File: src/rtl/morse_stream_decoder.sv
// Morse symbol accumulator and ITU decoder with a valid/ready character register.
// Define MORSE_PUNCT_EN to also decode . , ? / = patterns.
module morse_stream_decoder #(
  parameter int          MAX_LEN      = 6,
  parameter logic [7:0]  IDLE_CHAR    = 8'h2D,
  parameter logic [7:0]  INVALID_CHAR = 8'h20
) (
  input  logic       i_clk,
  input  logic       i_reset,
  input  logic       i_sym_valid,
  input  logic [1:0] i_sym_code,
  input  logic       i_letter_done,
  input  logic       i_char_ready,
  output logic [7:0] o_ascii_char,
  output logic       o_char_valid,
  output logic [2:0] o_sym_count,
  output logic       o_overflow,
  output logic       o_overrun
);

  // state      | meaning
  // ST_EMPTY   | no character awaiting the consumer
  // ST_PENDING | o_ascii_char holds a character not yet accepted
  typedef enum logic {ST_EMPTY, ST_PENDING} state_t;

  localparam logic [2:0] LP_MAX = 3'(MAX_LEN);

  state_t     r_state, w_state_nxt;
  logic [5:0] r_pat, w_pat_eff;
  logic [2:0] r_count, w_len_eff;
  logic       r_ovf, w_ovf_eff;
  logic [7:0] r_char, w_char;
  logic       r_overrun, w_overrun_nxt;
  logic       w_sym_ok, w_store, w_decode;

  // pat[i] is symbol i (1 = dash); code is rebuilt first-symbol-MSB for table lookup
  function automatic logic [7:0] f_decode(input logic [2:0] len, input logic [5:0] pat);
    logic [5:0] code;
    logic [7:0] ch;
    code = '0;
    for (int i = 0; i < 6; i++) begin
      if (i < int'(len)) code = {code[4:0], pat[i]};
    end
    ch = INVALID_CHAR;
    case (len)
      3'd1: ch = code[0] ? "T" : "E";
      3'd2: begin
        case (code[1:0])
          2'b00:   ch = "I";
          2'b01:   ch = "A";
          2'b10:   ch = "N";
          default: ch = "M";
        endcase
      end
      3'd3: begin
        case (code[2:0])
          3'b000:  ch = "S";
          3'b001:  ch = "U";
          3'b010:  ch = "R";
          3'b011:  ch = "W";
          3'b100:  ch = "D";
          3'b101:  ch = "K";
          3'b110:  ch = "G";
          default: ch = "O";
        endcase
      end
      3'd4: begin
        case (code[3:0])
          4'b0000: ch = "H";
          4'b0001: ch = "V";
          4'b0010: ch = "F";
          4'b0100: ch = "L";
          4'b0110: ch = "P";
          4'b0111: ch = "J";
          4'b1000: ch = "B";
          4'b1001: ch = "X";
          4'b1010: ch = "C";
          4'b1011: ch = "Y";
          4'b1100: ch = "Z";
          4'b1101: ch = "Q";
          default: ch = INVALID_CHAR;
        endcase
      end
      3'd5: begin
        case (code[4:0])
          5'b00000: ch = "5";
          5'b00001: ch = "4";
          5'b00011: ch = "3";
          5'b00111: ch = "2";
          5'b01111: ch = "1";
          5'b10000: ch = "6";
          5'b11000: ch = "7";
          5'b11100: ch = "8";
          5'b11110: ch = "9";
          5'b11111: ch = "0";
`ifdef MORSE_PUNCT_EN
          5'b10010: ch = "/";
          5'b10001: ch = "=";
`endif
          default:  ch = INVALID_CHAR;
        endcase
      end
      3'd6: begin
        case (code)
`ifdef MORSE_PUNCT_EN
          6'b010101: ch = ".";
          6'b110011: ch = ",";
          6'b001100: ch = "?";
`endif
          default:   ch = INVALID_CHAR;
        endcase
      end
      default: ch = INVALID_CHAR;
    endcase
    return ch;
  endfunction

  // A same-cycle symbol is folded in before letter_done is evaluated
  always_comb begin
    w_sym_ok  = i_sym_valid & (i_sym_code[0] ^ i_sym_code[1]);
    w_store   = w_sym_ok & (r_count < LP_MAX);
    w_pat_eff = r_pat;
    if (w_store) w_pat_eff[r_count] = i_sym_code[1];
    w_len_eff = r_count + {2'b00, w_store};
    w_ovf_eff = r_ovf | (w_sym_ok & ~w_store);
    w_decode  = i_letter_done & (w_len_eff != 3'd0);
    w_char    = w_ovf_eff ? INVALID_CHAR : f_decode(w_len_eff, w_pat_eff);
  end

  always_comb begin
    w_state_nxt   = r_state;
    w_overrun_nxt = 1'b0;
    case (r_state)
      ST_EMPTY: begin
        if (w_decode) w_state_nxt = ST_PENDING;
      end
      ST_PENDING: begin
        if (w_decode) begin
          w_state_nxt   = ST_PENDING;
          w_overrun_nxt = ~i_char_ready;
        end else if (i_char_ready) begin
          w_state_nxt = ST_EMPTY;
        end
      end
      default: w_state_nxt = ST_EMPTY;
    endcase
  end

  always_ff @(posedge i_clk) begin
    if (i_reset) begin
      r_pat   <= '0;
      r_count <= '0;
      r_ovf   <= 1'b0;
    end else if (w_decode) begin
      r_pat   <= '0;
      r_count <= '0;
      r_ovf   <= 1'b0;
    end else begin
      r_pat   <= w_pat_eff;
      r_count <= w_len_eff;
      r_ovf   <= w_ovf_eff;
    end
  end

  always_ff @(posedge i_clk) begin
    if (i_reset) begin
      r_state   <= ST_EMPTY;
      r_char    <= IDLE_CHAR;
      r_overrun <= 1'b0;
    end else begin
      r_state   <= w_state_nxt;
      r_overrun <= w_overrun_nxt;
      if (w_decode) r_char <= w_char;
    end
  end

  assign o_ascii_char = r_char;
  assign o_char_valid = (r_state == ST_PENDING);
  assign o_sym_count  = r_count;
  assign o_overflow   = r_ovf;
  assign o_overrun    = r_overrun;

endmodule
File: config.mk
export PLATFORM = sky130hd
export DESIGN_NAME = morse_stream_decoder
export DESIGN_NICKNAME = d
export VERILOG_FILES = /design/src/rtl/morse_stream_decoder.sv
export SDC_FILE = /design/constraint.sdc
export NUM_CORES = 1
export LEC_CHECK = 0
export CAP_MARGIN = 20
export CORE_MARGIN = 2
export CORE_UTILIZATION = 55
export DETAILED_ROUTE_END_ITERATION = 10
export HOLD_SLACK_MARGIN = 0.06
export PLACE_DENSITY = 0.75
export SETUP_SLACK_MARGIN = 0.2
export SLEW_MARGIN = 20
export SYNTH_ARGS = -nofsm -noshare
export SYNTH_HDL_FRONTEND = slang
export SYNTH_SLANG_ARGS = --single-unit
File: constraint.sdc
create_clock -name i_clk -period 7.85 [get_ports i_clk]
set_input_delay 1.1775 -clock i_clk [delete_from_list [all_inputs] [get_ports i_clk]]
set_output_delay 1.1775 -clock i_clk [all_outputs]
set_load 0.1 [all_outputs]
---- Word level (Yosys, flattened, before mapping) ----
Memories as Yosys holds them, arrays and structs flattened.
Index checks and enable logic that the tools add are counted.
cells by class
  add/sub/neg operators ................... 1
  muxes and demuxes ....................... 19
  order comparisons ....................... 9
  reduce and logical (&&, ||, !) cells .... 6
  equality and inequality tests ........... 13
  bitwise gates (word level) .............. 10
operator list
  kind                number
  $pmux 8 s5          1
  $pmux 5 s7          1
  $mux 5              5
  $eq 3x3->1 const B  5
  $eq 3x2->1 const B  4
  $pmux 4 s3          1
  $mux 8              1
  $bwmux 6            1
  $eq 3x1->1 const B  2
  $lt 1x3->1 const A  2
  $lt 2x3->1 const A  2
  $lt 3x3->1 const A  2
  $mux 6              1
  $mux 1              5
  $and 1x1->1         4
  $lt 3x4->1 const B  1
  $not 1->1           4
  $add 3x1->3         1
  $demux 1 s3         1
  $ge 3x1->1 const B  1
  $logic_not 3->1     1
  $lt 3x3->1 const B  1
  $reduce_bool 3->1   1
  $reduce_or 3->1     1
  9 further kinds     9
word-level totals
  output and inout port bits .............. 14
  bits of input ports ..................... 7
  memory bits (read-only) ................. 272
  bits in registers ....................... 20
  memories ................................ 2
memory list
  memory           words  width  rd ports  clocked after Yosys merged registers in  write ports  RTL line  RTL
  (no name shown)  32     5      1         0                                        0            85        case (code[4:0])
  (no name shown)  16     7      1         0                                        0            68        case (code[3:0])

---- Logic depth before layout (Yosys ltp) ----
Gate-level depths: netlist (run 1).
  word-level depth ........................ 16
  mapped depth ............................ 24
  depth with buffers taken out ............ 21

---- Worst setup path after synthesis (run 1) ----
No wires, ideal clock.
  path type ............................... input to register
  start ................................... input port i_sym_code[1]
  end ..................................... register r_char[2], in the netlist o_ascii_char[2]
  cell stages on the path ................. 22
  data arrival time ....................... 5.403 ns
  setup slack ............................. 2.373 ns
  setup time .............................. 0.074 ns
  cells stage by stage .................... xor2_2 buf_6 nand2_1 a21oi_1 ha_1 ha_1 xnor2_4 clkbuf_1 ha_1 nand2b_1 mux2_1 a21oi_1 a21oi_1 o21a_2 a21boi_1 inv_1 ha_1 nor2_1 nor4b_1 a311oi_1 a311oi_1 o21ai_0
on the way
  cells in the longest elaborated chain, start to end .. 15
  elaborated cells between the ends (all ways) .. 44
  those cells by class .................... 1 x add/sub; 6 x order compare; 13 x eq/ne; 12 x mux; 7 x bitwise; 3 x reduce/logical; 2 x memory
ends and longest elaborated chain
  element                                                RTL line  RTL
  start, declared                                        11        input logic [1:0] i_sym_code,
  branches (longest 15 deep; another with $mem_v2 32x5)  -
  end signal, assigned                                   173       if (w_decode) r_char <= w_char;
  end, declared                                          32        logic [7:0] r_char, w_char;
Several ways; the timed one is not identified.
A chain may end at the register's enable or synchronous reset.

---- Worst setup path after layout (run 1) ----
  start ................................... input port i_sym_code[1]
  end ..................................... register r_char[2], in the netlist o_ascii_char[2]
on the way
  cells in the longest elaborated chain, start to end .. 15
  elaborated cells between the ends (all ways) .. 44
  those cells by class .................... 1 x add/sub; 6 x order compare; 13 x eq/ne; 12 x mux; 7 x bitwise; 3 x reduce/logical; 2 x memory
ends and longest elaborated chain
  element                                                RTL line  RTL
  $xor 1x1->1 (*)                                        120       w_sym_ok = i_sym_valid & (i_sym_code[0] ^ i_sym_code[1]);
  $and 1x1->1 (*)                                        120
  $and 1x1->1 (*)                                        121       w_store = w_sym_ok & (r_count < LP_MAX);
  $add 3x1->3 (*)                                        124       w_len_eff = r_count + {2'b00, w_store};
  net w_len_eff[2]                                       30        logic [2:0] r_count, w_len_eff;
  branches (longest 11 deep; another with $mem_v2 32x5)  -
Mark *: on every way through the listed nets, which the timed path passes.

==> results by stage, run 1 <==
Run status:
- The run finished with clean final reports.

STA:
- Setup repair after global routing left no endpoint under its margin.
- The number of hold violations in the final report is 0.
- The count of endpoints failing setup in the final report is 0.
- The worst-case hold slack is roughly 0.48 ns.
- The fraction of the cycle the final worst path needs is 83.20%.
- Based on the critical path, the design can be clocked at up to 153.1 MHz.
- Measured against its own limit, the worst slew margin works out to 34.75%.
- At the pin with the least slew margin, the transition time is about 1 ns.
- Adding up every negative setup slack in the final design gives 0 ns.
- Across the routed clock network, the largest skew measured is roughly 0.0019 ns.
- The max-slew violation count is 0.
- The final critical-path required period is between 6 and 7 ns.

Final layout:
- At the end of the flow, the number of nets in the layout was around 300.
- The number of inserted diodes is 0.
- The layout-stage area growth over the synthesis result is 9.704%.
- The area occupied by multi-input gates is 0.001574 mm^2.
- The area occupied by registers is approximately 380 um^2.
- Cells with a size suffix above 1 make up 11.68% of the layout.
- The filler-free cell count of the finished design is roughly 320.
- The filler cells instantiated in the layout total 348.
- Once layout is done, the placed cells without fillers occupy 0.002277 mm^2.

Synthesis:
- The share of the yosys chip area belonging to registers is 18.32%.
- Of the post-synthesis cell area, the dominant cell type holds 18.32%.
- By area the synthesized netlist is led by sky130_fd_sc_hd__dfxtp_1 18%, sky130_fd_sc_hd__ha_1 8.4%, sky130_fd_sc_hd__a21oi_1 5.3%.
- The count of state elements after synthesis is 19.
- By count the netlist is led by 24 x sky130_fd_sc_hd__nor2_1, 22 x sky130_fd_sc_hd__a21oi_1, 21 x sky130_fd_sc_hd__nand2_1, 19 x sky130_fd_sc_hd__dfxtp_1, 14 x sky130_fd_sc_hd__ha_1.
- The synthesized netlist occupies a cell area of 0.002076 mm^2.
- The mean instance size in the synthesized netlist is 7.774 um^2.
- The post-synthesis compound-gate area fraction is between 30% and 40%.
- The largest family of logic cells by synthesized area is compound AO/OA/AOI/OAI gates.
- After synthesis, the share of cell area in mux cells is 3.134%.
- Among all flip-flop cells after synthesis, the most frequent one is sky130_fd_sc_hd__dfxtp_1.
- sky130_fd_sc_hd__nor2_1 is the most common cell in the netlist.
- Of the total synthesized cell area, the portion taken by XOR and XNOR cells is 2.532%.
- The number of distinct library cells after synthesis is 77.
- The number of synthesized flops with an enable pin is 0.
- The synthesized-area fraction occupied by adder cells is around 8.4%.
- Yosys printed 0 warnings.
- The largest area contributor in the synthesized netlist is sky130_fd_sc_hd__dfxtp_1.
- For this run, asynchronously set or reset flops after synthesis account for 0%.
- Summing the areas of all and, or, nand and nor instances in the mapped netlist gives 27.12% of the synthesized area.
- The post-synth net total is 288.
- The number of cells produced by synthesis is 267.

Placement:
- The cell area after placement is 0.002231 mm^2.
- The last weighted congestion value of the routability-driven placer is around 1.
- Input and output buffers added on the ports amount to 19.
- Once placement completed, the tool counted placed cells totaling 318.
- Summed over all nets, the half-perimeter wirelength after detailed placement is 4189 um.

Setup path:
- STA classifies the critical path endpoint as a flop.
- Measured in cells, the most critical reg-to-reg path has a length of 19.
- For this run, the slowest stage of the critical path takes 0.67 ns.
- Walking the worst path, the cells encountered are clkdlybuf4s50_1 -> xor2_2 -> nand2_1 -> a21oi_1 -> ha_1 -> ha_1 -> xnor2_4 -> inv_1 -> ha_1 -> nor2b_1 -> nand2_1 -> a2bb2oi_1 -> nand2_1 -> o22a_1 -> mux2i_2 -> inv_2 -> ha_1 -> nor2_1 -> nor4b_1 -> a311oi_1 -> a311oi_1 -> o21ai_0.
- The family of cells with the greatest summed delay on the critical path is simple AND/OR/NAND/NOR gates.
- The endpoint identified for the worst register-to-register timing path is o_ascii_char[2].
- Among all stages on the critical path, the largest delay is contributed by sky130_fd_sc_hd__clkdlybuf4s50_1.
- STA classifies the critical path startpoint as an input port.
- The worst-path maximum fanout is 18.
- The critical register-to-register path startpoint is o_sym_count[2].
- The endpoint required time on the critical path is approximately 8.0 ns.
- The critical path is of the in2reg type.
- For flop-to-flop paths, the worst setup slack is 2.70 ns.
- Data arrives at the worst endpoint at 6.68 ns.
- The cell occurring most often along the worst timing path is sky130_fd_sc_hd__ha_1.
- The number of buffers and inverters on the critical path is 3.

CTS:
- The hold-fix buffer count after cts is 0.
- The count of buffers added by post-CTS timing repair for setup is 0.
- The clock drives 19 sinks.
- The H-tree level count is 1.
- In this run, post-CTS repair resized a total of 0 instances.
- The clock passes through at most 2 buffers.
- The later pin in the worst-skew pair is clocked with a latency of 0.26 ns.
- The cell at the root of the clock tree is sky130_fd_sc_hd__clkbuf_8.
- Counting the buffers created by CTS gives 3.
- TritonCTS built the clock tree.
- The clock-pin slew on the worst setup and hold paths is 0.07 ns.

Floorplanning:
- The floorplan step set the die height to approximately 65 um.
- The initialized floorplan defines 22 standard-cell rows.
- For this configuration, the core starts out at a cell density of a little under three fifths.
- The die is 65.44 um wide.
- For this design the top-level I/O count stands at 21.
- The die covers 0.004282 mm^2.
- The total area inside the core boundary comes to 0.003633 mm^2.

Power:
- The maximum ir drop on the vdd rail is between 60 and 70 uV.
- The leakage power figure is 0.8124 nW.
- In this run the power density over the cells is 129.4 mW/mm^2.
- Total power for the finished layout comes to between 0.0002 and 0.0003 W.

Job:
- Across the run, the number of max-cap violations was 0.

Worst hold path:
- The worst hold path terminates at o_overrun.
- In this run the most critical hold path is launched from o_char_valid.
- The min-delay analysis places its worst path in the category reg2reg.
- Counting instances, the worst hold path has a depth of 2.

GRT:
- In this run the most used layer during global routing was met2.
- The maximum number of pins on one net before global-route repair is 20.
- After global routing the overflow that remains totals 0.
- The wire length of the first global-routing pass is 9266 um.
- The met2 layer usage reported by global route is 43.49%.
- The number of antenna violations at the first check in global routing came to 0.
- For this run, global-route usage on met3 was measured as 2.568%.
- The number of global-route vias before repair is 1874.
- The met1 track demand over resource is between 30 and 40%.
- The aggregate global-route resource usage is around 28%.

Route:
- For this block, the via count after detailed routing is 2119.
- The total length of routed wires is 5563 um.
- The DRC violations left is 0.
- The average wire per cell in the routed design is approximately 17 um.
- Using the TritonRoute via totals, the vias-per-cell ratio works out to around 6.6.
- The detail route stage leaves a number of antenna-violating nets equal to 0.
- The number of detailed-routing iterations run before antenna repair is 5.
- The detailed router finished its first iteration with 170 violations.
## cell families (layout without fill, tap and decap cells)
family / count (synthesis) / count (layout)
buffers and inverters: 23 / 30
adder cells (fa/ha/maj): 14 / 14
XOR/XNOR: 3 / 3
AO/OA/AOI/OAI: 97 / 97
multiplexers: 6 / 6
flip-flops: 19 / 19
other: 1 / 1
AND/OR/NAND/NOR: 104 / 104
## area by class of cell
class                           instances  share of cell area, %
Clock buffer                            3                  1.813
Timing Repair Buffer                   19                  8.352
Tap cell                               48                  2.637
Multi-Input combinational cell        225                  69.12
Clock inverter                          1                 0.2198
Sequential cell                        19                  16.70
Inverter                                7                  1.154
## worst max-delay path by stage
stage                  startpoint  cells past startpoint  slack, ns         endpoint
CTS                 i_sym_code[1]                     22       1.38  o_ascii_char[2]
global placement    i_sym_code[1]                     22       1.24  o_ascii_char[2]
floorplan           i_sym_code[1]                     22       2.37  o_ascii_char[2]
finish              i_sym_code[1]                     22       1.32  o_ascii_char[2]
global route        i_sym_code[1]                     22       0.76  o_ascii_char[2]
detailed placement  i_sym_code[1]                     22       1.13  o_ascii_char[2]
## per-layer routing
layer,share of wire [%],routed length (um),vias up
met2,45,2514,106
met3,7.5,419,15
li1,-,-,1021
met5,0,0,-
met1,45,2502,977
met4,2.3,127,0
## cells in the final DEF, fill, tap and decap left out, types with 2 or more instances in the layout
master / Yosys / final
sky130_fd_sc_hd__a2111oi_0: 2 / 2
sky130_fd_sc_hd__a211oi_1: 4 / 4
sky130_fd_sc_hd__a21bo_2: 2 / 2
sky130_fd_sc_hd__a21o_1: 4 / 4
sky130_fd_sc_hd__a21oi_1: 22 / 22
sky130_fd_sc_hd__a21oi_2: 2 / 2
sky130_fd_sc_hd__a311oi_1: 3 / 3
sky130_fd_sc_hd__a31oi_1: 6 / 6
sky130_fd_sc_hd__a41oi_1: 4 / 4
sky130_fd_sc_hd__and2_1: 3 / 3
sky130_fd_sc_hd__and3_1: 3 / 3
sky130_fd_sc_hd__clkbuf_8: 0 / 3
sky130_fd_sc_hd__clkdlybuf4s50_1: 0 / 19
sky130_fd_sc_hd__dfxtp_1: 19 / 19
sky130_fd_sc_hd__ha_1: 14 / 14
sky130_fd_sc_hd__inv_1: 6 / 6
sky130_fd_sc_hd__mux2i_1: 4 / 4
sky130_fd_sc_hd__nand2_1: 21 / 21
sky130_fd_sc_hd__nand2b_1: 5 / 5
sky130_fd_sc_hd__nand3_1: 13 / 13
sky130_fd_sc_hd__nand3_2: 3 / 3
sky130_fd_sc_hd__nand4_1: 2 / 2
sky130_fd_sc_hd__nor2_1: 24 / 24
sky130_fd_sc_hd__nor2b_1: 6 / 6
sky130_fd_sc_hd__nor3_1: 6 / 6
sky130_fd_sc_hd__nor4_1: 2 / 2
sky130_fd_sc_hd__nor4b_1: 2 / 2
sky130_fd_sc_hd__o211ai_1: 2 / 2
sky130_fd_sc_hd__o21ai_0: 12 / 12
sky130_fd_sc_hd__o21ai_1: 4 / 4
sky130_fd_sc_hd__o22a_1: 2 / 2
sky130_fd_sc_hd__o22ai_1: 3 / 3
sky130_fd_sc_hd__o31ai_1: 3 / 3
sky130_fd_sc_hd__or2_2: 2 / 2
sky130_fd_sc_hd__or3_1: 2 / 2
## sequential cells by signal, indices dropped and copies added, names as in the netlist
| signal | flops |
|---|---|
| r_pat | 6 |
| o_sym_count | 3 |
| o_overrun | 1 |
| o_overflow | 1 |
| o_char_valid | 1 |
| o_ascii_char | 7 |
## power breakdown
part | internal [W] | switching, W | total, W
sequential | 0.000102 | 0.00000433 | 0.000106
combinational | 0.0000333 | 0.0000858 | 0.000119
clock | 0.0000354 | 0.0000338 | 0.0000692
total | 0.000171 | 0.000124 | 0.000295
## through the flow
step / worst slack (ns) / util (%)
after floorplan: 2.373 / -
after global placement: 1.237 / 61.40
after detailed placement: 1.133 / 61.40
after CTS: 1.379 / 62.67
after global routing: 0.7643 / 62.67
final: 1.319 / 62.67
## worst min-delay path, cell delays in order, from the launching register on
cell	delay, ns
sky130_fd_sc_hd__dfxtp_1	0.31
sky130_fd_sc_hd__nand2b_1	0.09
sky130_fd_sc_hd__nor3_1	0.05
Note: power is estimated with default switching activity, not from simulation.
==> run 2, diff against run 1 <==
==> constraint.sdc (replaced) <==
create_clock -name i_clk -period 6.8 [get_ports i_clk]
set_input_delay 1.02 -clock i_clk [delete_from_list [all_inputs] [get_ports i_clk]]
set_output_delay 1.02 -clock i_clk [all_outputs]
set_load 0.1 [all_outputs]
==> run 2 against run 1 <==
Against the previous run:
- sequential power grew 16%
- flip-flop and latch count stayed put
- cell area increased by 0.99%
- utilization rose by 0.62 points
- non-clock buffer count increased by 3
- total power is 17% higher
- die area did not move
- routed wire length is 3.1% higher
==> results by stage, run 2 (same netlist as run 1, synthesis figures left out) <==
Run status:
- The run finished with clean final reports.

Floorplanning:
- The starting density of the core is 57.13% (unchanged).
- The die width came to 65.44 um (unchanged).
- The die area is 0.004282 mm^2 (unchanged).
- The core outline area was 0.003633 mm^2 (unchanged).
- The number of rows created at floorplan was 22 (unchanged).
- The height of the chip is 65.44 um (unchanged).
- The I/O pin count is 21 (unchanged).

CTS:
- The cell sitting at the root of the clock tree is a sky130_fd_sc_hd__clkbuf_8.
- The count of buffers added by post-CTS timing repair for setup is 0 (unchanged).
- The hold-fix buffer count after cts was 0 (unchanged).
- The H-tree level count is 1 (unchanged).
- The clock sink count came to 19 (unchanged).
- The CTS tree is done.
- The number of gates resized after CTS is 0 (unchanged).
- The number of buffers inserted during clock tree synthesis is 3 (unchanged).
- The maximum root-to-sink buffer count is 2 (unchanged).
- The latest clock arrival within the worst-skew pair is 0.26 ns (about the same).
- The clock-pin slew on the worst setup and hold paths is 0.07 ns (about the same).

GRT:
- The number of antenna violations at the first check in global routing came to 0 (unchanged).
- The wire length of the first global-routing pass is 9549 um (+3.1%).
- The residual overflow from global routing came to 0 (unchanged).
- The aggregate global-route resource usage is 28.06% (+0.29 points).
- The maximum number of pins on one net before global-route repair is 20 (unchanged).
- The number of global-route vias before repair is 1962 (+4.7%).

Setup path:
- The worst-path maximum fanout is 18 (unchanged).
- The setup slack on the worst flop-to-flop path is 1.85 ns (-0.85 ns).
- STA classifies the critical path startpoint as an input port.
- The capturing element type of the critical path is a flop.
- The worst register-to-register path ends at o_ascii_char[2].
- In this run the critical register-to-register path is launched from o_sym_count[2].
- The length in cells of the worst reg-to-reg path is 19 (unchanged).
- The endpoint required time on the critical path was 6.94 ns (-1.05 ns).
- The class of the most critical setup path is in2reg.
- The arrival time of the worst setup path is 6.07 ns (-0.61 ns).

Route:
- The total length of routed wires is 5735 um (+3.1%).
- The number of detailed-routing iterations run before antenna repair is 5 (unchanged).
- The count of vias placed by the detailed router is 2106 (-0.61%).
- The average wire per cell in the routed design was 17.65 um (+2.1%).
- The DRC violations left was 0 (unchanged).
- The ratio of routed vias to standard cells is 6.480 (-1.5%).
- The detailed router's first-iteration violation count is 168 (-1.2%).
- The post-route antenna net violation count is 0 (unchanged).

STA:
- The fraction of the cycle the final worst path needs is 87.15%.
- The worst setup skew after layout is 0.01251 ns (+0.01058 ns).
- The number of hold violations in the final report came to 0 (unchanged).
- The max-slew violation count came to 0 (unchanged).
- The measured slew at the worst slew-check pin is 0.9795 ns (+0.003790 ns).
- The final critical-path required period is between 5 and 6 ns.
- The count of endpoints failing setup in the final report is 0 (unchanged).
- The sum of negative setup slack is 0 ns (unchanged).
- The peak clock frequency supported by timing is roughly 170 MHz.
- The headroom to the max-slew limit was 34.49% (-0.25 points).
- Setup repair after global routing left no endpoint under its margin.

Worst hold path:
- The number of cells traversed by the worst hold path is 2 (unchanged).
- The startpoint of the worst hold path is o_char_valid.
- The worst min-delay path endpoint is o_overrun.
- The min-delay analysis places its worst path in the category reg2reg.

Placement:
- The number of input and output port buffers inserted came to 19 (unchanged).
- The placed wire-length estimate is 4332 um (+3.4%).
- The cell area after placement was 0.002253 mm^2 (+1.0%).
- The total instance count after detailed placement is 321 (+0.94%).
- The last weighted congestion value of the routability-driven placer came to 0.9702 (-4.3%).

Power:
- The portion of total power attributed to the clock network came to 23.4% (about the same).
- The part of the power in combinational logic is 41.1% (+0.7 points).
- The power share of the sequential group is 35.5% (-0.6 points).
- The leakage power figure is 0.8270 nW (+1.8%).
- The switching share of power is 42.26% (+0.20 points).
- The total power density per cell area is 150.0 mW/mm^2 (+16%).
- The internal power of the cells is 0.0001992 W (+17%).
- The net switching power figure is 0.0001458 W (+18%).
- The maximum ir drop on the vdd rail is 73.75 uV (+18%).

Final layout:
- The filler-free cell count of the finished design was 325 (+0.93%).
- The share of post-route cells with drive strength above 1 was 12.64% (+0.96 points).
- The number of flip-flops in the largest register is 7 (unchanged).
- Relative to the synthesized area, the layout overhead comes to 10.79%.
- The library cells used most frequently in the layout, excluding fill and tap cells, are 24 x sky130_fd_sc_hd__nor2_1, 22 x sky130_fd_sc_hd__a21oi_1, 21 x sky130_fd_sc_hd__nand2_1.
- The leading cell type in the layout, fill and taps excluded is sky130_fd_sc_hd__nor2_1.
- The final instance area came to 0.002300 mm^2 (+0.99%).
- The net count reported at finish was 299 (+1.0%).
- The number of inserted diodes is 0 (unchanged).

Job:
- The number of max-capacitance violations reported is 0 (unchanged).
run 2: cell count changes in the layout (fill, tap and decap cells not counted), sizes merged:
cell  previous run  this run
buf              0         3
run 2: metal layers:
metal,part of all wire [%],vias to the layer above,track usage (%)
met2,46,100,44.90
met5,0,-,0
li1,-,1030,-
met4,1.5,0,7.292
met3,6.1,10,1.712
met1,46,966,40.89
run 2: area by class of cell:
| type | instances | area (um^2) |
|---|---|---|
| fill | 351 | 1334 |
| sequential | 19 | 380.4 |
| inverter | 7 | 26.28 |
| timing repair buffer | 22 | 212.7 |
| multi-input combinational | 225 | 1574 |
| tap | 48 | 60.06 |
| clock buffer | 3 | 41.29 |
| clock inverter | 1 | 5.005 |
run 2: metrics by stage:
stage | hold slack, ns | setup WS, ns | power, W | util, %
floorplan | 0.4627 | 1.480 | 0.0002327 | -
global placement | 0.4710 | 0.8319 | 0.0002647 | 62.02
detailed placement | 0.4649 | 0.6605 | 0.0002653 | 62.02
CTS | 0.4857 | 0.8970 | 0.0003454 | 63.29
global route | 0.4981 | 0.3089 | 0.0003629 | 63.29
finish | 0.4797 | 0.8741 | 0.0003450 | 63.29
run 2: power groups by stage:
stage / Combinational (W) / Sequential [W] / Clock, W
2_1_floorplan: 0.0000653 / 0.000167 / 0
3_3_place_gp: 0.000140 / 0.000125 / 0
3_5_place_dp: 0.000140 / 0.000125 / 0
4_1_cts: 0.000140 / 0.000123 / 0.0000823
5_1_grt: 0.000151 / 0.000123 / 0.0000883
6_report: 0.000142 / 0.000123 / 0.0000808
run 2: worst max path at each step:
stage             startpoint         endpoint  slack, ns  cells past startpoint
2_1_floorplan  i_sym_code[1]  o_ascii_char[2]       1.48                     22
3_3_place_gp   i_sym_code[1]  o_ascii_char[2]       0.83                     22
3_5_place_dp   i_sym_code[1]  o_ascii_char[2]       0.66                     22
4_1_cts        i_sym_code[1]  o_ascii_char[2]       0.90                     22
5_1_grt        i_sym_code[1]  o_ascii_char[2]       0.31                     22
6_report       i_sym_code[1]  o_ascii_char[2]       0.87                     22
run 2: worst max-delay path, stage by stage:
cell,delay (ns)
sky130_fd_sc_hd__clkdlybuf4s50_1,0.58
sky130_fd_sc_hd__xor2_2,0.25
sky130_fd_sc_hd__nand2_1,0.08
sky130_fd_sc_hd__a21oi_1,0.05
sky130_fd_sc_hd__ha_1,0.21
sky130_fd_sc_hd__ha_1,0.24
sky130_fd_sc_hd__xnor2_4,0.47
sky130_fd_sc_hd__inv_1,0.26
sky130_fd_sc_hd__ha_1,0.30
sky130_fd_sc_hd__nor2b_1,0.26
sky130_fd_sc_hd__nand2_1,0.14
sky130_fd_sc_hd__a2bb2oi_1,0.19
sky130_fd_sc_hd__nand2_1,0.09
sky130_fd_sc_hd__o22a_1,0.24
sky130_fd_sc_hd__mux2i_2,0.37
sky130_fd_sc_hd__inv_2,0.11
sky130_fd_sc_hd__ha_1,0.30
sky130_fd_sc_hd__nor2_1,0.20
sky130_fd_sc_hd__nor4b_1,0.27
sky130_fd_sc_hd__a311oi_1,0.08
sky130_fd_sc_hd__a311oi_1,0.25
sky130_fd_sc_hd__o21ai_0,0.09
==> run 3, diff against run 2 <==
--- a/config.mk
+++ b/config.mk
@@ -5,14 +5,14 @@
 export SDC_FILE = /design/constraint.sdc
 export NUM_CORES = 1
 export LEC_CHECK = 0
+export ABC_CLOCK_PERIOD_IN_PS = 6800
 export CAP_MARGIN = 20
 export CORE_MARGIN = 2
-export CORE_UTILIZATION = 55
+export CORE_UTILIZATION = 43
 export DETAILED_ROUTE_END_ITERATION = 10
 export HOLD_SLACK_MARGIN = 0.06
-export PLACE_DENSITY = 0.75
+export PLACE_DENSITY = 0.61
 export SETUP_SLACK_MARGIN = 0.2
-export SLEW_MARGIN = 20
 export SYNTH_ARGS = -nofsm -noshare
 export SYNTH_HDL_FRONTEND = slang
 export SYNTH_SLANG_ARGS = --single-unit
==> run 3 against run 2 <==
Against the previous run:
- sequential share of layout area decreased by 0.054 points
- register-to-register slack worse by 0.06 ns
- critical endpoint unchanged
- fmax fell by 0.60%
- setup slack worse by 0.036 ns
- worst hold slack gained 0.0089 ns
- clock power grew 3.5%
- first-iteration DRC count fell by 6.0%
- critical path type unchanged
==> results by stage, run 3 (same netlist as run 1, synthesis figures left out) <==
Floorplanning:
- The I/O pin count came to 21 (unchanged).
- The starting density of the core is 44.24% (-13 points).
- The core outline area is 0.004692 mm^2 (+29%).
- The number of rows created at floorplan is 25 (+14%).
- The die area is 0.005399 mm^2 (+26%).
- The height of the chip is 73.48 um (+12%).
- The die width is 73.48 um (+12%).

STA:
- The worst setup skew after layout is 0.006542 ns (-0.005970 ns).
- The number of hold violations in the final report is 0 (unchanged).
- Setup repair after global routing left no endpoint under its margin.
- The final critical-path required period came to 5.962 ns (+0.03573 ns).
- The headroom to the max-slew limit is 33.51% (-0.98 points).
- The measured slew at the worst slew-check pin is 0.9942 ns (+0.01463 ns).
- The sum of negative setup slack is 0 ns (unchanged).
- The worst-case hold slack is 0.4886 ns (+0.008875 ns).
- The fraction of the cycle the final worst path needs is 87.67% (+0.53 points).
- The max-slew violation count is 0 (unchanged).
- The peak clock frequency supported by timing was 167.7 MHz (-0.60%).
- The count of endpoints failing setup in the final report is 0 (unchanged).

Setup path:
- Traced cell by cell, the critical path runs through clkdlybuf4s50_1 -> xor2_2 -> nand2_1 -> a21oi_1 -> ha_1 -> ha_1 -> xnor2_4 -> inv_1 -> ha_1 -> nor2b_1 -> nand2_1 -> a2bb2oi_1 -> nand2_1 -> o22a_1 -> mux2i_2 -> inv_2 -> ha_1 -> nor2_1 -> nor4b_1 -> a311oi_1 -> a311oi_1 -> o21ai_0.
- The endpoint required time on the critical path is 6.94 ns (about the same).
- The worst path buffer plus inverter count came to 3 (unchanged).
- Counting stages on the worst path, the most repeated cell is sky130_fd_sc_hd__ha_1.
- The length in cells of the worst reg-to-reg path is 19 (unchanged).
- The arrival time of the worst setup path is 6.10 ns (+0.03 ns).
- The biggest cell delay along the critical path is 0.57 ns (about the same).
- The critical path depth is 22 (unchanged).
- The worst-path maximum fanout is 18 (unchanged).
- The family of cells with the greatest summed delay on the critical path is simple AND/OR/NAND/NOR gates.
- The largest individual stage delay along the critical path comes from the cell sky130_fd_sc_hd__clkdlybuf4s50_1.
- The capturing element type of the critical path is a flop.
- The class of the most critical setup path is in2reg.
- The startpoint class of the critical path is an input port.

CTS:
- The number of buffers inserted during clock tree synthesis came to 3 (unchanged).
- The clock sink count is 19 (unchanged).
- The number of gates resized after CTS was 0 (unchanged).
- The hold-fix buffer count after cts was 0 (unchanged).
- The H-tree level count came to 1 (unchanged).
- The maximum root-to-sink buffer count is 2 (unchanged).
- The count of buffers added by post-CTS timing repair for setup is 0 (unchanged).
- The cell at the root of the clock tree is sky130_fd_sc_hd__clkbuf_8.
- The clock-pin slew on the worst setup and hold paths is 0.08 ns (about the same).
- TritonCTS built the clock tree.
- The latest clock arrival within the worst-skew pair came to 0.26 ns (about the same).

Route:
- The average wire per cell in the routed design was 17.73 um (+0.46%).
- The count of vias placed by the detailed router is 2151 (+2.1%).
- The post-route antenna net violation count was 0 (unchanged).
- The DRC violations left came to 0 (unchanged).
- The detailed router's first-iteration violation count was 158 (-6.0%).
- The ratio of routed vias to standard cells is 6.498 (+0.29%).
- The total length of routed wires is 5868 um (+2.3%).
- The number of detailed-routing iterations run before antenna repair came to 4 (-1).

Final layout:
- The number of flip-flops in the largest register came to 7 (unchanged).
- From synthesis to final layout, the design area changed by 11.15%.
- The share of post-route cells with drive strength above 1 came to 12.64% (unchanged).
- In the layout the commonest cells are 24 x sky130_fd_sc_hd__nor2_1, 22 x sky130_fd_sc_hd__a21oi_1, 21 x sky130_fd_sc_hd__nand2_1.
- The net count reported at finish is 299 (unchanged).
- The number of inserted diodes is 0 (unchanged).
- The leading cell type in the layout, fill and taps excluded is sky130_fd_sc_hd__nor2_1.

Placement:
- The number of input and output port buffers inserted is 19 (unchanged).
- The placed wire-length estimate is 4434 um (+2.4%).
- The last weighted congestion value of the routability-driven placer is 0.9329 (-3.8%).

GRT:
- The number of global-route vias before repair is 1979 (+0.87%).
- The number of antenna violations at the first check in global routing is 0 (unchanged).
- The residual overflow from global routing is 0 (unchanged).
- The maximum number of pins on one net before global-route repair was 20 (unchanged).
- The aggregate global-route resource usage is 22.38% (-5.7 points).
- The wire length of the first global-routing pass came to 9584 um (+0.37%).

Power:
- The maximum ir drop on the vdd rail is 94.60 uV (+28%).
- The total power density per cell area came to 150.9 mW/mm^2 (+0.54%).
- The leakage power figure is 0.8270 nW (unchanged).

Worst hold path:
- The type of the tightest min-delay check is reg2reg.
- The number of cells traversed by the worst hold path is 2 (unchanged).

Run status:
- The flow ran to the end, and the final reports show no timing, DRC or antenna violations.

Job:
- The number of max-capacitance violations reported is 0 (unchanged).
==> run 3: cell counts in the layout (fill, tap and decap cells not counted) <==
No cell type changed its count.
==> run 3: power by group <==
group / leakage [nW] / switching [W] / total (W) / internal, W
registers: 0.154 / 0.00000497 / 0.000123 / 0.000118
clock network: 0.0255 / 0.0000427 / 0.0000836 / 0.0000408
logic: 0.647 / 0.000101 / 0.000142 / 0.0000407
total: 0.827 / 0.000149 / 0.000348 / 0.000199
==> run 3: routing by layer <==
metal  up-vias  GRT usage (%)  wire, um
met1      1015          31.21      2584
li1       1031              -         -
met3        16          2.058       381
met2        89          35.52      2725
met4         0          8.687       176
met5         -              0         0
==> run 3: cell type report <==
cell class,instances,area [um^2]
well taps,54,67.56
repair buffers,22,212.7
clock buffers,3,41.29
clock inverters,1,5.005
flip-flops and latches,19,380.4
multi-input cells,225,1574
fillers,485,2385
inverters,7,26.28
==> run 3: per-stage QoR <==
step           setup slack [ns]  utilization (%)   power, W  instances  area (um^2)
3_5_place_dp             0.6712            48.19  0.0002657        327         2261
5_1_grt                  0.3253            49.17  0.0003642        331         2307
3_3_place_gp             0.7795            48.19  0.0002667        327         2261
6_report                 0.8384            49.17  0.0003480        331         2307
4_1_cts                  0.9036            49.17  0.0003490        331         2307
2_1_floorplan             1.480                -  0.0002327        267         2076
==> run 3: worst min-delay path: stages, from the launching register on <==
cell and delay (ns):
sky130_fd_sc_hd__dfxtp_1 0.31, sky130_fd_sc_hd__nand2b_1 0.08, sky130_fd_sc_hd__nor3_1 0.05
==> run 3: final timing paths <==
check / from / end / slack [ns]
setup / recovery: i_sym_code[1] / o_ascii_char[2] / 0.84
hold / removal: o_char_valid / o_overrun / 0.49
setup reg to reg: o_sym_count[2] / o_ascii_char[2] / 1.79
hold reg to reg: o_char_valid / o_overrun / 0.49
